===== config.mk =====
export PLATFORM = sky130hd
export DESIGN_NAME = uart_tx_frame
export DESIGN_NICKNAME = d
export VERILOG_FILES = /design/src/rtl/uart_tx_frame.sv
export SDC_FILE = /design/constraint.sdc
export NUM_CORES = 1
export LEC_CHECK = 0
export BUFFER_PORTS_ARGS = -buffer_cell sky130_fd_sc_hd__buf_2
export CORE_MARGIN = 2
export CORE_UTILIZATION = 64
export CTS_BUF_LIST = sky130_fd_sc_hd__clkbuf_8
export DETAILED_ROUTE_END_ITERATION = 10
export PLACE_DENSITY = 0.92
export SLEW_MARGIN = 20
export SYNTH_ARGS = -nofsm -noshare
export SYNTH_HDL_FRONTEND = slang
export SYNTH_SLANG_ARGS = --single-unit

===== constraint.sdc =====
create_clock -name clk -period 4.99 [get_ports clk]
set_clock_uncertainty 0.15 [all_clocks]
set_input_delay 0.2495 -clock clk [delete_from_list [all_inputs] [get_ports clk]]
set_output_delay 0.2495 -clock clk [all_outputs]
set_load 0.02 [all_outputs]

===== src/rtl/uart_tx_frame.sv =====
// UART transmit framer: start bit, DATA_WIDTH data bits LSB first, optional parity, one stop bit.
// Every bit, including start and stop, is held for the prescale value captured at accept.
//
//   state    | meaning
//   ---------+-------------------------------------------------------------
//   S_IDLE   | line high, not busy, waiting for data_valid
//   S_START  | start bit (0) on the line
//   S_DATA   | data bit r_idx on the line; r_shift[0] holds that bit
//   S_PARITY | parity bit on the line
//   S_STOP   | stop bit (1); last edge returns to S_IDLE and drops busy
module uart_tx_frame #(
    parameter int DATA_WIDTH     = 8,
    parameter int PRESCALE_WIDTH = 6
) (
    input  logic                      clk,
    input  logic                      rst,
    input  logic [DATA_WIDTH-1:0]     p_data,
    input  logic                      data_valid,
    input  logic                      par_en,
    input  logic                      par_typ,
    input  logic [PRESCALE_WIDTH-1:0] prescale,
    output logic                      tx_out,
    output logic                      busy
);

    localparam int IDX_W = (DATA_WIDTH > 1) ? $clog2(DATA_WIDTH) : 1;

    typedef enum logic [2:0] {
        S_IDLE,
        S_START,
        S_DATA,
        S_PARITY,
        S_STOP
    } state_t;

    state_t                    r_state;
    state_t                    w_state_nxt;
    logic                      r_tx;
    logic                      w_tx_nxt;
    logic                      r_busy;
    logic                      w_busy_nxt;
    logic [DATA_WIDTH-1:0]     r_shift;
    logic [DATA_WIDTH-1:0]     w_shifted;
    logic                      r_par_en;
    logic                      r_parity;
    logic [PRESCALE_WIDTH-1:0] r_cyc;
    logic [PRESCALE_WIDTH-1:0] r_cyc_last;
    logic [IDX_W-1:0]          r_idx;
    logic                      w_accept;
    logic                      w_bit_end;
    logic                      w_last_bit;

    assign w_accept   = (r_state == S_IDLE) && data_valid;
    assign w_bit_end  = (r_cyc == r_cyc_last);
    assign w_last_bit = (r_idx == IDX_W'(DATA_WIDTH - 1));
    assign w_shifted  = r_shift >> 1;

    assign tx_out = r_tx;
    assign busy   = r_busy;

    always_comb begin
        w_state_nxt = r_state;
        w_tx_nxt    = r_tx;
        w_busy_nxt  = r_busy;
        unique case (r_state)
            S_IDLE: begin
                w_tx_nxt   = 1'b1;
                w_busy_nxt = 1'b0;
                if (w_accept) begin
                    w_state_nxt = S_START;
                    w_tx_nxt    = 1'b0;
                    w_busy_nxt  = 1'b1;
                end
            end
            S_START: begin
                if (w_bit_end) begin
                    w_state_nxt = S_DATA;
                    w_tx_nxt    = r_shift[0];
                end
            end
            S_DATA: begin
                if (w_bit_end) begin
                    if (!w_last_bit) begin
                        w_tx_nxt = w_shifted[0];
                    end else if (r_par_en) begin
                        w_state_nxt = S_PARITY;
                        w_tx_nxt    = r_parity;
                    end else begin
                        w_state_nxt = S_STOP;
                        w_tx_nxt    = 1'b1;
                    end
                end
            end
            S_PARITY: begin
                if (w_bit_end) begin
                    w_state_nxt = S_STOP;
                    w_tx_nxt    = 1'b1;
                end
            end
            S_STOP: begin
                if (w_bit_end) begin
                    w_state_nxt = S_IDLE;
                    w_tx_nxt    = 1'b1;
                    w_busy_nxt  = 1'b0;
                end
            end
            default: begin
                w_state_nxt = S_IDLE;
                w_tx_nxt    = 1'b1;
                w_busy_nxt  = 1'b0;
            end
        endcase
    end

    always_ff @(posedge clk or posedge rst) begin
        if (rst) begin
            r_state    <= S_IDLE;
            r_tx       <= 1'b1;
            r_busy     <= 1'b0;
            r_shift    <= '0;
            r_par_en   <= 1'b0;
            r_parity   <= 1'b0;
            r_cyc      <= '0;
            r_cyc_last <= '0;
            r_idx      <= '0;
        end else begin
            r_state <= w_state_nxt;
            r_tx    <= w_tx_nxt;
            r_busy  <= w_busy_nxt;

            // A prescale of 0 behaves as 1, so the terminal count is 0 in both cases.
            if (w_accept) begin
                r_shift    <= p_data;
                r_par_en   <= par_en;
                r_parity   <= (^p_data) ^ par_typ;
                r_cyc_last <= (prescale == '0) ? '0 : prescale - PRESCALE_WIDTH'(1);
                r_idx      <= '0;
            end else if ((r_state == S_DATA) && w_bit_end) begin
                r_shift <= w_shifted;
                r_idx   <= r_idx + IDX_W'(1);
            end

            if ((r_state == S_IDLE) || w_bit_end) begin
                r_cyc <= '0;
            end else begin
                r_cyc <= r_cyc + PRESCALE_WIDTH'(1);
            end
        end
    end

endmodule


Word level (Yosys, flattened, before mapping)

Index checks and enable logic that the tools add are counted.

Flip-flop bits (word level): 30
Bits in latches: 0
RAM bits: 0
ROM bits: 0
Input bits: 19
Output and inout bits: 2
Word-level logic and storage cells: 63
Memories: 0

Add/sub/neg operators: 3
$mul: 0
Divide/modulo/power cells: 0
$lt $le $gt $ge: 0
Equal/unequal tests: 13
Shifts and indexed selects: 0
Muxes and demuxes: 24
Bitwise operators: 2
Reduce and logical (&&, ||, !) cells: 12

Operator list:

| cell                | number |
|---|---|
| $mux 3              | 9 |
| $mux 8              | 2 |
| $pmux 3 s5          | 1 |
| $mux 6              | 2 |
| $ne 2x2->1 const B  | 6 |
| $mux 1              | 8 |
| $reduce_xor 8->1    | 1 |
| $add 6x1->6 const B | 1 |
| $eq 3x2->1 const B  | 2 |
| $eq 3x3->1 const B  | 2 |
| $eq 6x6->1          | 1 |
| $logic_not 6->1     | 1 |
| $reduce_and 6->1    | 1 |
| $sub 6x1->6 const B | 1 |
| $pmux 1 s4          | 1 |
| $add 3x1->3 const B | 1 |
| $eq 3x1->1 const B  | 1 |
| $logic_not 3->1     | 1 |
| $pmux 1 s3          | 1 |
| $reduce_and 3->1    | 1 |
| $reduce_or 3->1     | 1 |
| $logic_and 1x1->1   | 2 |
| $ne 2x1->1 const B  | 1 |
| $reduce_and 2->1    | 1 |
| other kinds (5)     | 5 |

Longest topological paths before layout

Gate-level depths: netlist (run 1).

Depth in word-level cells: 4
Gate-level depth with buffers: 7
Depth with buffers taken out: 6

Least setup slack after synthesis (run 1)

No wires, ideal clock.

Path kind: register to register
Start: register r_state[0]
End: register r_shift[1]
Library setup time: 123 ps
Arrival time: 1356 ps
Required time: 4717 ps
Path slack: 3362 ps
Stages on the path, launching flop included: 7
Buffers on the path: 2
Clock period less this slack: 1628 ps
Cell sequence: dfrtp_1 buf_4 nor3_4 nand2_2 buf_2 or2_2 o221a_2

Longest elaborated chain between the ends: 3
Elaborated cells between the ends (all ways): 6
Those cells by class: eq/ne: 1; mux: 1; reduce/logical: 4

RTL lines:

| what                                                  | line    | source |
|---|---|---|
| start, declared                                       | 36      | `state_t r_state;` |
| start signal, assigned                                | 127     | `r_state <= w_state_nxt;` |
| $eq 3x2->1 or $logic_not 3->1 (tied branches)         | 138, 53 |  |
| $logic_and 1x1->1 (on tied branches)                  | 138, 53 |  |
| $reduce_bool 2->1 (no line) or $mux 8 (tied branches) | -       |  |
| end signal, assigned                                  | 133     | `r_shift <= p_data;` |
| end signal, assigned                                  | 139     | `r_shift <= w_shifted;` |
| end, declared                                         | 42      | `logic [DATA_WIDTH-1:0] r_shift;` |

Several ways; a longest one is shown, not always the timed one.
A chain may end at the register's enable or synchronous reset.

Worst setup path in the final report (run 1)

Start: register r_cyc[3]
End: register r_shift[1]

Longest elaborated chain between the ends: 3

RTL lines:

| what                        | line | source |
|---|---|---|
| start, declared             | 46   | `logic [PRESCALE_WIDTH-1:0] r_cyc;` |
| start signal, assigned      | 146  | `r_cyc <= r_cyc + PRESCALE_WIDTH'(1);` |
| $eq 6x6->1                  | 54   | `assign w_bit_end = (r_cyc == r_cyc_last);` |
| $logic_and 1x1->1           | 138  | `end else if ((r_state == S_DATA) && w_bit_end) begin` |
| $reduce_bool 2->1 (no line) | -    |  |

Every way passes these cells.

==> flow_results.org, run 1 <==
** Final layout
- Antenna cells :: 0
- After routing the design area is 0.00187 sq mm.
- Once layout is complete, the utilization of the core stands at 75.7%.
- P&R area growth vs syn :: 12.7%
- Of the cells placed in the final design, the portion with a size suffix greater than 1 is 28.4%.
- # nets final :: 206

** Worst hold path
- Hold path startpoint :: prescale[0]
- The worst hold path passes through 2 cells.
- Hold path endpoint :: r_cyc_last[0]$_DFFE_PP0P_
- In this run the worst hold path is classified as input pin to register.

** STA
- Final worst path period share :: 37.5%
- Setup violations remaining at the end of the flow were counted as 0.
- The clock period could shrink to 1.87 ns.
- After layout, the worst setup slack is 3.12 ns.
- Worst rel slew slack :: 59.4%
- Max Clock Freq :: 0.535 GHz
- For the pin with the worst max-slew slack, the measured transition is 0.607 ns.
- The final number of max-transition violations is 0.
- Hold timing on the final database bottoms out at a slack of 0.0501 ns.
- In the final timing run, aggregate negative setup slack is 0 ns.
- Setup repair after global routing left no endpoint under its margin.
- Hold Vio Cnt, Final :: 0

** Routing
- Uppermost signal routing layer after detailed routing :: met4
- Post-route ant nets :: 0
- Total length of routed met3 wires :: 191 microns
- Detailed-route wire length per cell :: 15.5 microns
- The pre-antenna-repair detailed-routing pass consisted of 5 iterations.
- Detailed routing inserted a total of 1239 vias.
- Sum of met2 wire segment lengths after detailed routing :: 1690 microns
- Number of design-rule violations left by the first detailed-router iteration :: 24
- After detailed routing, the number of remaining DRC violations is 0.
- After detailed routing, the wire length on met1 is 1370 microns.
- Avg Vias per Cell :: 5.82
- The final layout contains routed wiring with a total length of 3300 microns.

** Setup path
- Worst reg2reg startpoint :: r_cyc[3]$_DFF_PP0_
- R2R Path End :: r_shift[1]$_DFFE_PP0P_
- Critical path data required time :: 5.01 ns
- Data on the critical path arrives at its endpoint at 1.89 ns.
- Type of the setup path with the least slack :: register to register
- Element type at the critical path start :: register
- Setup slack of the worst register-to-register path :: 3.12 ns
- Along the worst path, the maximum fanout reaches 10.
- Endpoint kind of the worst setup timing path :: register
- Number of cells on the worst reg-to-reg path :: 4

** Synthesis
- List of most frequent post-synthesis cells :: dfrtp_1 (29), xnor2_1 (15), nand2_1 (14), nor2_1 (13), o21ai_0 (10)
- Of all cell types, the one taking the most synthesized area is dfrtp_1.
- Among all flip-flop cells after synthesis, the most frequent one is dfrtp_1.
- The synthesized design contains 30 register bits.
- Most numerous cell in the Yosys netlist :: dfrtp_1
- In this run the biggest area consumer among cell types represents 43.6% of the synthesized area.
- Async set-or-reset flop fraction in the synthesized netlist :: 100%
- The synthesized design contains 0 enable-type register cells.
- Sequential cells were found to cover 45.2% of the synthesized design area.
- Distinct cell type count of the synthesized netlist :: 43
- The synthesized netlist occupies a cell area of 0.00166 sq mm.
- Synth Instances :: 159
- The Yosys step of the flow raised 0 warnings.
- Mean Syn Cell Area :: 10.5 sq um
- By area the synthesized netlist is led by dfrtp_1 (44%), xnor2_1 (7.9%), o221a_2 (4.1%).
- The number of nets handed over by synthesis was 183.

** Place
- Cell area reported after detailed placement :: 0.00177 sq mm
- Routability-driven placement finished with a final weighted congestion of 0.763.
- Timing analysis after detailed placement gives a worst setup slack of 3.14 ns.
- Detailed Place HPWL :: 2520 microns
- Port buffering added 20 buffers.

** CTS
- The clock passes through at most 2 buffers.
- Resized Gates After CTS :: 0
- The tree is rooted in a clkbuf_8.
- H-tree levels :: 2
- Setup Buffers After CTS :: 0
- Sink Count :: 30
- The number of clock buffers added by TritonCTS is 5.
- TritonCTS built the clock tree.
- For the worst-skew pair, the clock arrives at the later sink with an insertion delay of 0.29 ns.
- After clock tree synthesis, the clock-pin slew on the worst setup and hold paths is 0.06 ns.
- Hold-fix buffer count after cts :: 0

** Die
- The floorplan step defined a die boundary enclosing 0.00302 sq mm.
- Core area :: 0.00248 sq mm
- Die X-Extent :: 55.0 microns
- I/O pin total :: 21
- The initialized floorplan defines 18 standard-cell rows.
- Effective utilization at floorplan :: 67.1%
- The die is 55.0 microns tall.

** GRT
- Vias in the first global route :: 1219
- The initial antenna violation count came to 0.
- Global-route total usage across every layer :: 26.5%
- The first global-routing pass estimated 5370 microns of wire.
- For this run the aggregate overflow at the end of global routing stands at 0.
- Entering global routing, the biggest net connects 31 pins.

** Power
- For this design the static power due to leakage is 0.843 nW.
- IR analysis of the VDD net gives a maximum drop of 0.000429 V.
- Power spread over the standard cell area amounts to 557 mW/mm^2.

** Status
- The run finished with clean final reports.

** Flow run
- Maximum Capacitance Violations :: 0
how the worst max path moves through the flow:
| stage | slack, ns | startpoint | depth (start not counted) | to |
|---|---|---|---|---|
| 6_report | 3.12 | r_cyc[3]$_DFF_PP0_ | 4 | r_shift[1]$_DFFE_PP0P_ |
| 3_3_place_gp | 3.24 | r_state[0]$_DFFE_PP0P_ | 4 | r_shift[3]$_DFFE_PP0P_ |
| 2_1_floorplan | 3.36 | r_state[0]$_DFFE_PP0P_ | 6 | r_shift[1]$_DFFE_PP0P_ |
| 4_1_cts | 3.12 | r_cyc[3]$_DFF_PP0_ | 4 | r_shift[1]$_DFFE_PP0P_ |
| 3_5_place_dp | 3.14 | r_cyc[3]$_DFF_PP0_ | 4 | r_shift[1]$_DFFE_PP0P_ |
| 5_1_grt | 3.04 | r_state[0]$_DFFE_PP0P_ | 4 | r_cyc_last[4]$_DFFE_PP0P_ |
final cells by class:
| class | count | area, sq um |
|---|---|---|
| multi-input cells | 116 | 853 |
| repair buffers | 21 | 110 |
| fillers | 166 | 603 |
| flip-flops and latches | 30 | 752 |
| clock inverters | 2 | 8.76 |
| well taps | 30 | 37.5 |
| clock buffers | 6 | 82.6 |
| inverters | 8 | 30.0 |
cell families after synthesis:
group / count (synthesis) / share of synthesized area [%]
muxes: 5 / 3.16
xor gates and xnor gates: 22 / 12.4
DFF: 30 / 45.2
and+or+nand+nor: 53 / 17.7
adders and majority gates: 5 / 3.76
AOI/OAI and AO/OA: 31 / 14.3
buffers and inverters: 13 / 3.46
worst max-delay path, stage by stage, from the launching register on:
cell,delay (ns)
dfrtp_1,0.44
xnor2_1,0.26
and4_2,0.33
nand3_2,0.21
o221a_2,0.36
layer usage:
layer | up-vias | global-route usage [%]
met5 | - | 0
met4 | 0 | 9.76
met3 | 7 | 11.0
met2 | 39 | 45.2
met1 | 598 | 29.6
li1 | 595 | -
per-stage QoR:
| step | std cells | total power, mW |
|---|---|---|
| 2_1_floorplan | 159 | 0.746 |
| 3_3_place_gp | 204 | 0.806 |
| 3_5_place_dp | 204 | 0.844 |
| 4_1_cts | 212 | 1.05 |
| 5_1_grt | 213 | 1.12 |
| 6_report | 213 | 1.04 |
flip-flops by register name, indices dropped and copies added (netlist names):
register / cells
r_cyc: 6
r_shift: 8
r_cyc_last: 6
r_idx: 3
tx_out: 1
r_state: 3
r_par_en: 1
r_parity: 1
busy: 1
placed cells by master, fill, tap and decap left out, drive strengths merged, types with 2 or more instances in the layout:
cell     n
nand4    2
clkbuf   6
a21oi    2
o221a    6
nor2    13
nand2b   2
xnor2   15
mux2i    3
o31a     2
dfrtp   29
a31o     2
mux2     2
xor2     6
a31oi    2
ha       5
buf     20
inv      9
nand3    5
o21ai   11
nand2   15
or2      6
nor3     3
power breakdown:
group          switching, mW  internal [mW]  leakage, nW  total (mW)
clock                 0.0910          0.109       0.0524       0.200
combinational          0.203          0.183        0.425       0.387
sequential             0.101          0.355        0.366       0.456
No activity file was read; power rests on OpenSTA's default activity.
==> inputs of run 2 (changes only) <==
--- a/config.mk
+++ b/config.mk
@@ -7,10 +7,10 @@
 export LEC_CHECK = 0
 export BUFFER_PORTS_ARGS = -buffer_cell sky130_fd_sc_hd__buf_2
 export CORE_MARGIN = 2
-export CORE_UTILIZATION = 64
+export CORE_UTILIZATION = 54
 export CTS_BUF_LIST = sky130_fd_sc_hd__clkbuf_8
 export DETAILED_ROUTE_END_ITERATION = 10
-export PLACE_DENSITY = 0.92
+export PLACE_DENSITY = 0.83
 export SLEW_MARGIN = 20
 export SYNTH_ARGS = -nofsm -noshare
 export SYNTH_HDL_FRONTEND = slang
==> constraint.sdc (replaced) <==
create_clock -name clk -period 1.7 [get_ports clk]
set_clock_uncertainty 0.15 [all_clocks]
set_input_delay 0.085 -clock clk [delete_from_list [all_inputs] [get_ports clk]]
set_output_delay 0.085 -clock clk [all_outputs]
set_load 0.02 [all_outputs]
==> run 2 against run 1 <==
  * Cell count rose by 12%
  * Register-to-register slack got worse by 3.1 ns
  * Sequential cell count is the same
  * Sequential power grew to 3.0 times the previous value
  * Sequential share of layout area fell by 4.5 points
  * Via count rose by 8.6%
  * Total power grew to 3.3 times the previous value
  * Wire length is 12% higher
==> flow_results.org, run 2 (synthesis results as in run 1) <==
** Final layout
- Register ranked first by flip-flop count :: r_shift
- Share of layout cells above drive strength 1 :: 37.1%
- For this run, the post-layout net count is 228.
- The largest registers in the layout are r_shift x8, r_cyc x6, r_cyc_last x6.
- P&R area growth vs syn :: 27.5%
- Number of flip-flops under the largest register name :: 8
- After filler insertion, the fill cell instance count of the layout stands at 220.
- In the layout the commonest cells are dfrtp_1 (27), buf_2 (20), buf_4 (15).
- Most common library cell in the layout ignoring fill and taps :: dfrtp_1
- Once layout is complete, the utilization of the core stands at 71.2%.
- 0 antenna diodes ended up in the layout.

** Die
- In this run the core area contains 20 standard-cell rows.
- Core area :: 0.00298 sq mm
- Die ar. :: 0.00354 sq mm
- For this configuration, the core starts out at a cell density of 55.8%.
- The die is 59.5 microns tall.
- Pin placement for this block handled 21 I/O pins.
- In this run the horizontal extent of the chip is 59.5 microns.

** Power
- Leak pwr :: 0.973 nW
- Worst vdd ir :: 0.000705 V
- Ratio of total power to cell area :: 1610 mW/mm^2

** GRT
- The layer flagged by global routing as most heavily used is met2.
- The initial antenna violation count was 0.
- Met3 track demand over resource in global routing :: 7.42%
- Wire length of the first global-routing pass :: 5930 microns
- Global-route total usage across every layer :: 23.4%
- Entering global routing, the biggest net connects 31 pins.
- Vias in the first global route :: 1317
- For met1 alone, demand over resource in global routing was 29.2%.
- For met2 alone, demand over resource in global routing was 37.7%.
- Global routing finished with a remaining overflow of 0.

** Status
- Outcome :: finished clean

** CTS
- Number of buffers between clock root and the deepest sink :: 2
- The later pin in the worst-skew pair is clocked with a latency of 0.28 ns.
- Setup Buffers After CTS :: 0
- Sink Count :: 30
- After clock tree synthesis, the clock-pin slew on the worst setup and hold paths is 0.06 ns.
- TritonCTS built the clock tree.
- H-tree levels :: 2
- The number of clock buffers added by TritonCTS is 5.
- Clock tree root buffer cell :: clkbuf_8

** Place
- In this run the tool buffered the top-level ports with 20 buffer cells.
- Summed over all nets, the half-perimeter wirelength after detailed placement is 2760 microns.
- OpenSTA, run right after detailed placement, puts the worst setup slack at -0.0469 ns.
- Routability-driven placement finished with a final weighted congestion of 0.943.

** Setup path
- Critical path data required time :: 1.74 ns
- R2R Path End :: r_idx[0]$_DFFE_PP0P_
- In this run the register-to-register setup slack is 0.04 ns.
- Number of cells on the worst reg-to-reg path :: 5
- The slowest stage of the critical path belongs to the cell dfrtp_1.
- CP Cell Sequence :: xnor2_1 > and2_1 > nand3_4 > buf_4 > mux2i_1
- Arrival time at the worst endpoint :: 1.70 ns
- The critical path is of the register to register type.
- The worst setup path is captured at a register.
- Following the worst setup path forward leads to its endpoint at r_idx[0]$_DFFE_PP0P_.
- Element type at the critical path start :: register
- The critical path starts at r_cyc[5]$_DFF_PP0_.
- Of all nets on the critical path, the largest fanout is 8.
- Delay contributed by the slowest stage of the critical path :: 0.41 ns
- Worst reg2reg startpoint :: r_cyc[5]$_DFF_PP0_

** Routing
- Using the TritonRoute via totals, the vias-per-cell ratio works out to 5.66.
- In this run, the number of DRC markers left after iteration 0 of detailed routing was 103.
- Detailed-route wire length per cell :: 15.5 microns
- The first detailed-routing pass took 4 iterations.
- For this run, design rule violations remaining after detail routing come to 0.
- The final layout contains routed wiring with a total length of 3690 microns.
- Overall via count from detail_route :: 1346
- Post-route ant nets :: 0

** STA
- Setup violations remaining at the end of the flow were counted as 0.
- The count of final hold-check violations was 0.
- Setup repair after global routing missed its margin :: yes
- Total count of max-transition violations in the final report :: 0
- Setup slack of the critical path after layout :: 0.0367 ns
- Final worst path period share :: 97.8%
- Derived from the worst setup path, the maximum achievable clock frequency is 0.601 GHz.
- At the pin with the least slew margin, the transition time is 0.374 ns.
- Final critical-path required period :: 1.66 ns
- Worst rel slew slack :: 75.1%

** Worst hold path
- The min-delay analysis places its worst path in the category input pin to register.

** Flow run
- The tool flagged a number of max-cap violations equal to 0.
run 2: cell count changes in the layout (fill, tap and decap cells not counted), moves of 2 or more:
cell	delta
buf_4	+15
dfrtp_1	-2
dfrtp_2	+2
dlygate4sd3_1	+6
inv_1	+3
xnor2_1	-5
xnor2_2	+5
run 2: area by class of cell:
| type | instances | area (sq um) | area share, % |
|---|---|---|---|
| timing repair buffer | 43 | 294 | 13.9 |
| sequential | 30 | 754 | 35.6 |
| clock buffer | 5 | 68.8 | 3.25 |
| tap | 33 | 41.3 | 1.95 |
| clock inverter | 3 | 11.3 | 0.531 |
| multi-input combinational | 116 | 920 | 43.4 |
| inverter | 8 | 30.0 | 1.42 |
run 2: worst max-delay path, delay by kind of cell (launching register included):
| kind | cells | cell delay, ns |
|---|---|---|
| flip-flops | 1 | 0.41 |
| AND/OR/NAND/NOR | 2 | 0.39 |
| XOR/XNOR | 1 | 0.26 |
| buffers and inverters | 1 | 0.19 |
| multiplexers | 1 | 0.17 |
run 2: metal layers:
layer  vias up  routed length, microns
met3         6                     192
met4         0                      72
met2        45                    1860
li1        641                       -
met5         -                       0
met1       654                    1560
run 2: power by group:
| group | switching [mW] | leakage [nW] | internal (mW) |
|---|---|---|---|
| Sequential | 0.308 | 0.363 | 1.05 |
| Clock | 0.264 | 0.0519 | 0.272 |
| Combinational | 0.732 | 0.558 | 0.796 |
| Total | 1.30 | 0.973 | 2.11 |
run 2: stage by stage:
step	hold WS, ns	TNS (ns)	cells	power [mW]	cell area [sq um]
2_1_floorplan	0.0251	0	159	2.19	1660
3_3_place_gp	0.0203	0	223	2.58	1900
3_5_place_dp	0.0198	-0.106	223	2.70	1900
4_1_cts	0.00853	0	238	3.33	2080
5_1_grt	0.0264	-0.413	238	3.63	2120
6_report	0.0103	0	238	3.42	2120
run 2: timing repair:
item | 4_1_cts | 5_1_grt
endpoints found under the setup margin | 10 | 14
gates resized for setup | 5 | 10
hold endpoints to repair | 35 | 0
hold buffers | 7 | 0
pin swaps | 0 | 11
run 2: how the worst min path moves through the flow:
| stage | startpoint | endpoint | cells after the start |
|---|---|---|---|
| 4_1_cts | prescale[3] | r_cyc_last[3]$_DFFE_PP0P_ | 3 |
| 3_5_place_dp | rst | busy$_DFFE_PP0P_ | 3 |
| 6_report | prescale[3] | r_cyc_last[3]$_DFFE_PP0P_ | 3 |
| 5_1_grt | prescale[3] | r_cyc_last[3]$_DFFE_PP0P_ | 3 |
| 2_1_floorplan | rst | busy$_DFFE_PP0P_ | 1 |
| 3_3_place_gp | rst | busy$_DFFE_PP0P_ | 3 |
==> inputs of run 3 (changes only) <==
--- a/config.mk
+++ b/config.mk
@@ -5,7 +5,7 @@
 export SDC_FILE = /design/constraint.sdc
 export NUM_CORES = 1
 export LEC_CHECK = 0
-export BUFFER_PORTS_ARGS = -buffer_cell sky130_fd_sc_hd__buf_2
+export BUFFER_PORTS_ARGS = -buffer_cell sky130_fd_sc_hd__buf_4
 export CORE_MARGIN = 2
 export CORE_UTILIZATION = 54
 export CTS_BUF_LIST = sky130_fd_sc_hd__clkbuf_8
==> run 3 against run 2 <==
  * The flow now finishes with violations (negative setup slack)
  * Sequential cell count unchanged
  * Clock-buffer cell count increased by 1
  * Highest routed layer unchanged
  * Cell count increased by 5.9%
  * First-iteration DRC count decreased by 4.9%
  * Hold slack got worse by 0.0055 ns
  * Critical path type unchanged
==> flow_results.org, run 3 (synthesis results as in run 1) <==
** Status
- The flow ran to the end, but the final reports show violations.
- The final reports fail on negative setup slack.

** CTS
- The H-tree was split into 2 levels.
- After clock tree synthesis, the clock-pin slew on the worst setup and hold paths is 0.06 ns.
- CTS tree :: built
- In this run, CTS created clock tree buffers numbering 5.
- The tree built by TritonCTS fans out to 30 sinks.
- The clock reaches the later pin of the worst-skew pair after 0.29 ns.
- In this run the clock root is driven by a clkbuf_8.
- The clock passes through at most 2 buffers.

** Routing
- For this block, the initial DRC count from the detailed router was 98.
- The first detailed-routing pass took 4 iterations.
- Overall via count from detail_route :: 1418
- For this run, design rule violations remaining after detail routing come to 0.
- Once detail routing completed, the nets flagged for antenna violations numbered 0.
- After detailed routing, the average wire length per cell comes to 16.8 microns.
- Dividing the detail-routed via count by the number of cells gives 5.63.
- Total wire length :: 4240 microns

** GRT
- The initial antenna violation count is 0.
- Vias in the first global route :: 1475
- Pin count of the biggest net entering global routing :: 31
- Global-route total usage across every layer :: 25.5%
- Summed over all layers, the global routing overflow is 0.
- The first global-routing pass estimated 6510 microns of wire.

** Final layout
- The library cell used most frequently in the layout, excluding fill and tap cells, is buf_4.
- Area used by multi-input combinational logic :: 941 sq um
- Share of layout cells above drive strength 1 :: 41.1%
- Filler Cell Count :: 184
- Largest registers ranked by flip-flop count :: r_shift x8, r_cyc x6, r_cyc_last x6
- With fillers left out, the area of the finished cells amounts to 0.00231 sq mm.
- Number of flip-flops under the largest register name :: 8
- P&R area growth vs syn :: 38.8%
- Register ranked first by flip-flop count :: r_shift
- 0 antenna diodes ended up in the layout.
- Seq. cell area :: 753 sq um
- # nets final :: 242
- In the layout the commonest cells are buf_4 (48), dfrtp_1 (28), nand2_1 (14).

** Setup path
- At the worst endpoint, the required time is 1.78 ns.
- Element type at the critical path start :: register
- Delay contributed by the slowest stage of the critical path :: 0.42 ns
- Worst path buffer plus inverter count :: 1
- For this design, the slowest cell found on the critical path is dfrtp_1.
- Type of the setup path with the least slack :: register to register
- Number of cells on the worst reg-to-reg path :: 5
- Setup slack of the worst register-to-register path :: -0.009 ns
- The critical path goes through xnor2_2 > nand4_4 > buf_6 > o21ai_4 > o221a_2.
- Worst reg2reg startpoint :: r_cyc_last[3]$_DFFE_PP0P_
- Max Fanout on Critical Path :: 7
- For the worst setup path, the data arrival time is 1.79 ns.
- Endpoint kind of the worst setup timing path :: register
- Grouping stages by cell kind, the critical path spends the most delay in compound AO/OA/AOI/OAI gates.
- The worst register-to-register path ends at r_shift[5]$_DFFE_PP0P_.

** Place
- In this run the cell area measured after placement is 0.00198 sq mm.
- Detailed Place HPWL :: 2830 microns
- In this run the tool buffered the top-level ports with 20 buffer cells.
- Routability-driven placement finished with a final weighted congestion of 0.911.

** Die
- Placement Rows :: 20
- The total area inside the core boundary comes to 0.00298 sq mm.
- 21 I/O pins were placed.
- In this run the horizontal extent of the chip is 59.5 microns.
- Die extent in y :: 59.5 microns
- The die covers 0.00354 sq mm.
- Effective utilization at floorplan :: 55.8%

** STA
- Hold Vio Cnt, Final :: 0
- Across all setup checks in the final design, the least slack found is -0.00866 ns.
- Setup repair after global routing missed its margin :: yes
- Final critical-path required period :: 1.71 ns
- Of the available clock period, the critical path in the final layout requires 101%.
- Actual transition at the worst max-transition pin :: 0.388 ns
- Worst rel slew slack :: 74.1%
- Setup violations remaining at the end of the flow were counted as 2.
- The final number of max-transition violations is 0.
- Max Clock Freq :: 0.585 GHz

** Worst hold path
- The worst hold path was traced through 3 stages.
- The path with the worst hold slack has its endpoint at r_shift[7]$_DFFE_PP0P_.
- The startpoint identified for the worst hold timing path is p_data[7].
- Class of the worst hold path :: input pin to register

** Power
- Summed over all cells, the static leakage comes to 1.05 nW.
- Final Total Pwr :: 3.77 mW
- For this design the ratio of total power to cell area is 1630 mW/mm^2.
- The worst-case IR drop observed on VDD is 0.000898 V.

** Flow run
- The tool flagged a number of max-cap violations equal to 0.
-- run 3: cell type report --
type / count / area share [%]
clock inverter: 2 / 0.379
tap: 33 / 1.79
timing repair buffer: 57 / 19.6
sequential: 30 / 32.6
clock buffer: 6 / 3.58
multi-input combinational: 116 / 40.8
inverter: 8 / 1.30
-- run 3: worst max-delay path by stage --
stage | start | endpoint | slack (ns) | cells after the start
after floorplan | r_state[0]$_DFFE_PP0P_ | r_shift[1]$_DFFE_PP0P_ | 0.07 | 6
after global placement | r_state[0]$_DFFE_PP0P_ | r_shift[3]$_DFFE_PP0P_ | 0.05 | 4
after detailed placement | r_cyc_last[3]$_DFFE_PP0P_ | tx_out$_DFFE_PP1P_ | -0.07 | 4
after CTS | r_cyc_last[2]$_DFFE_PP0P_ | tx_out$_DFFE_PP1P_ | 0.003 | 4
after global routing | r_cyc_last[1]$_DFFE_PP0P_ | r_shift[5]$_DFFE_PP0P_ | -0.08 | 5
final | r_cyc_last[3]$_DFFE_PP0P_ | r_shift[5]$_DFFE_PP0P_ | -0.009 | 5
-- run 3: power by group --
| part | leakage (nW) | switching, mW | internal (mW) | total [mW] |
|---|---|---|---|---|
| Sequential | 0.364 | 0.308 | 1.04 | 1.35 |
| Clock | 0.0524 | 0.262 | 0.320 | 0.581 |
| Combinational | 0.632 | 0.868 | 0.973 | 1.84 |
| Total | 1.05 | 1.44 | 2.34 | 3.77 |
-- run 3: repair_timing --
| action | CTS | global route |
|---|---|---|
| setup endpoints to repair | 6 | 19 |
| resized for setup | 4 | 14 |
| hold buffers | 8 | 0 |
| buffers inserted | 2 | 7 |
| pin swaps | 2 | 11 |
| hold endpoints to repair | 36 | 0 |
-- run 3: worst register-to-register path, stage by stage (launching register included) --
cell	delay, ns
dfrtp_1	0.42
xnor2_2	0.27
nand4_4	0.18
buf_6	0.17
o21ai_4	0.24
o221a_2	0.24
-- run 3: metal layers --
layer  vias up  share of wire [%]  track usage [%]
met4         0                3.9             15.9
met5         -                  0                0
met2        39                 53             42.2
li1        673                  -                -
met3        17                3.2             5.68
met1       689                 40             29.8
-- run 3: metrics by stage --
| step | cells | util [%] | setup WS [ns] | hold WS, ns | TNS [ns] |
|---|---|---|---|---|---|
| after floorplan | 159 | - | 0.0718 | 0.0251 | 0 |
| after global placement | 227 | 66.4 | 0.0499 | 0.0291 | 0 |
| after detailed placement | 227 | 66.4 | -0.0676 | 0.0335 | -0.0912 |
| after CTS | 245 | 73.3 | 0.00266 | 0.00297 | 0 |
| after global routing | 252 | 77.5 | -0.0777 | 0.0181 | -0.599 |
| final | 252 | 77.5 | -0.00866 | 0.00479 | -0.00951 |
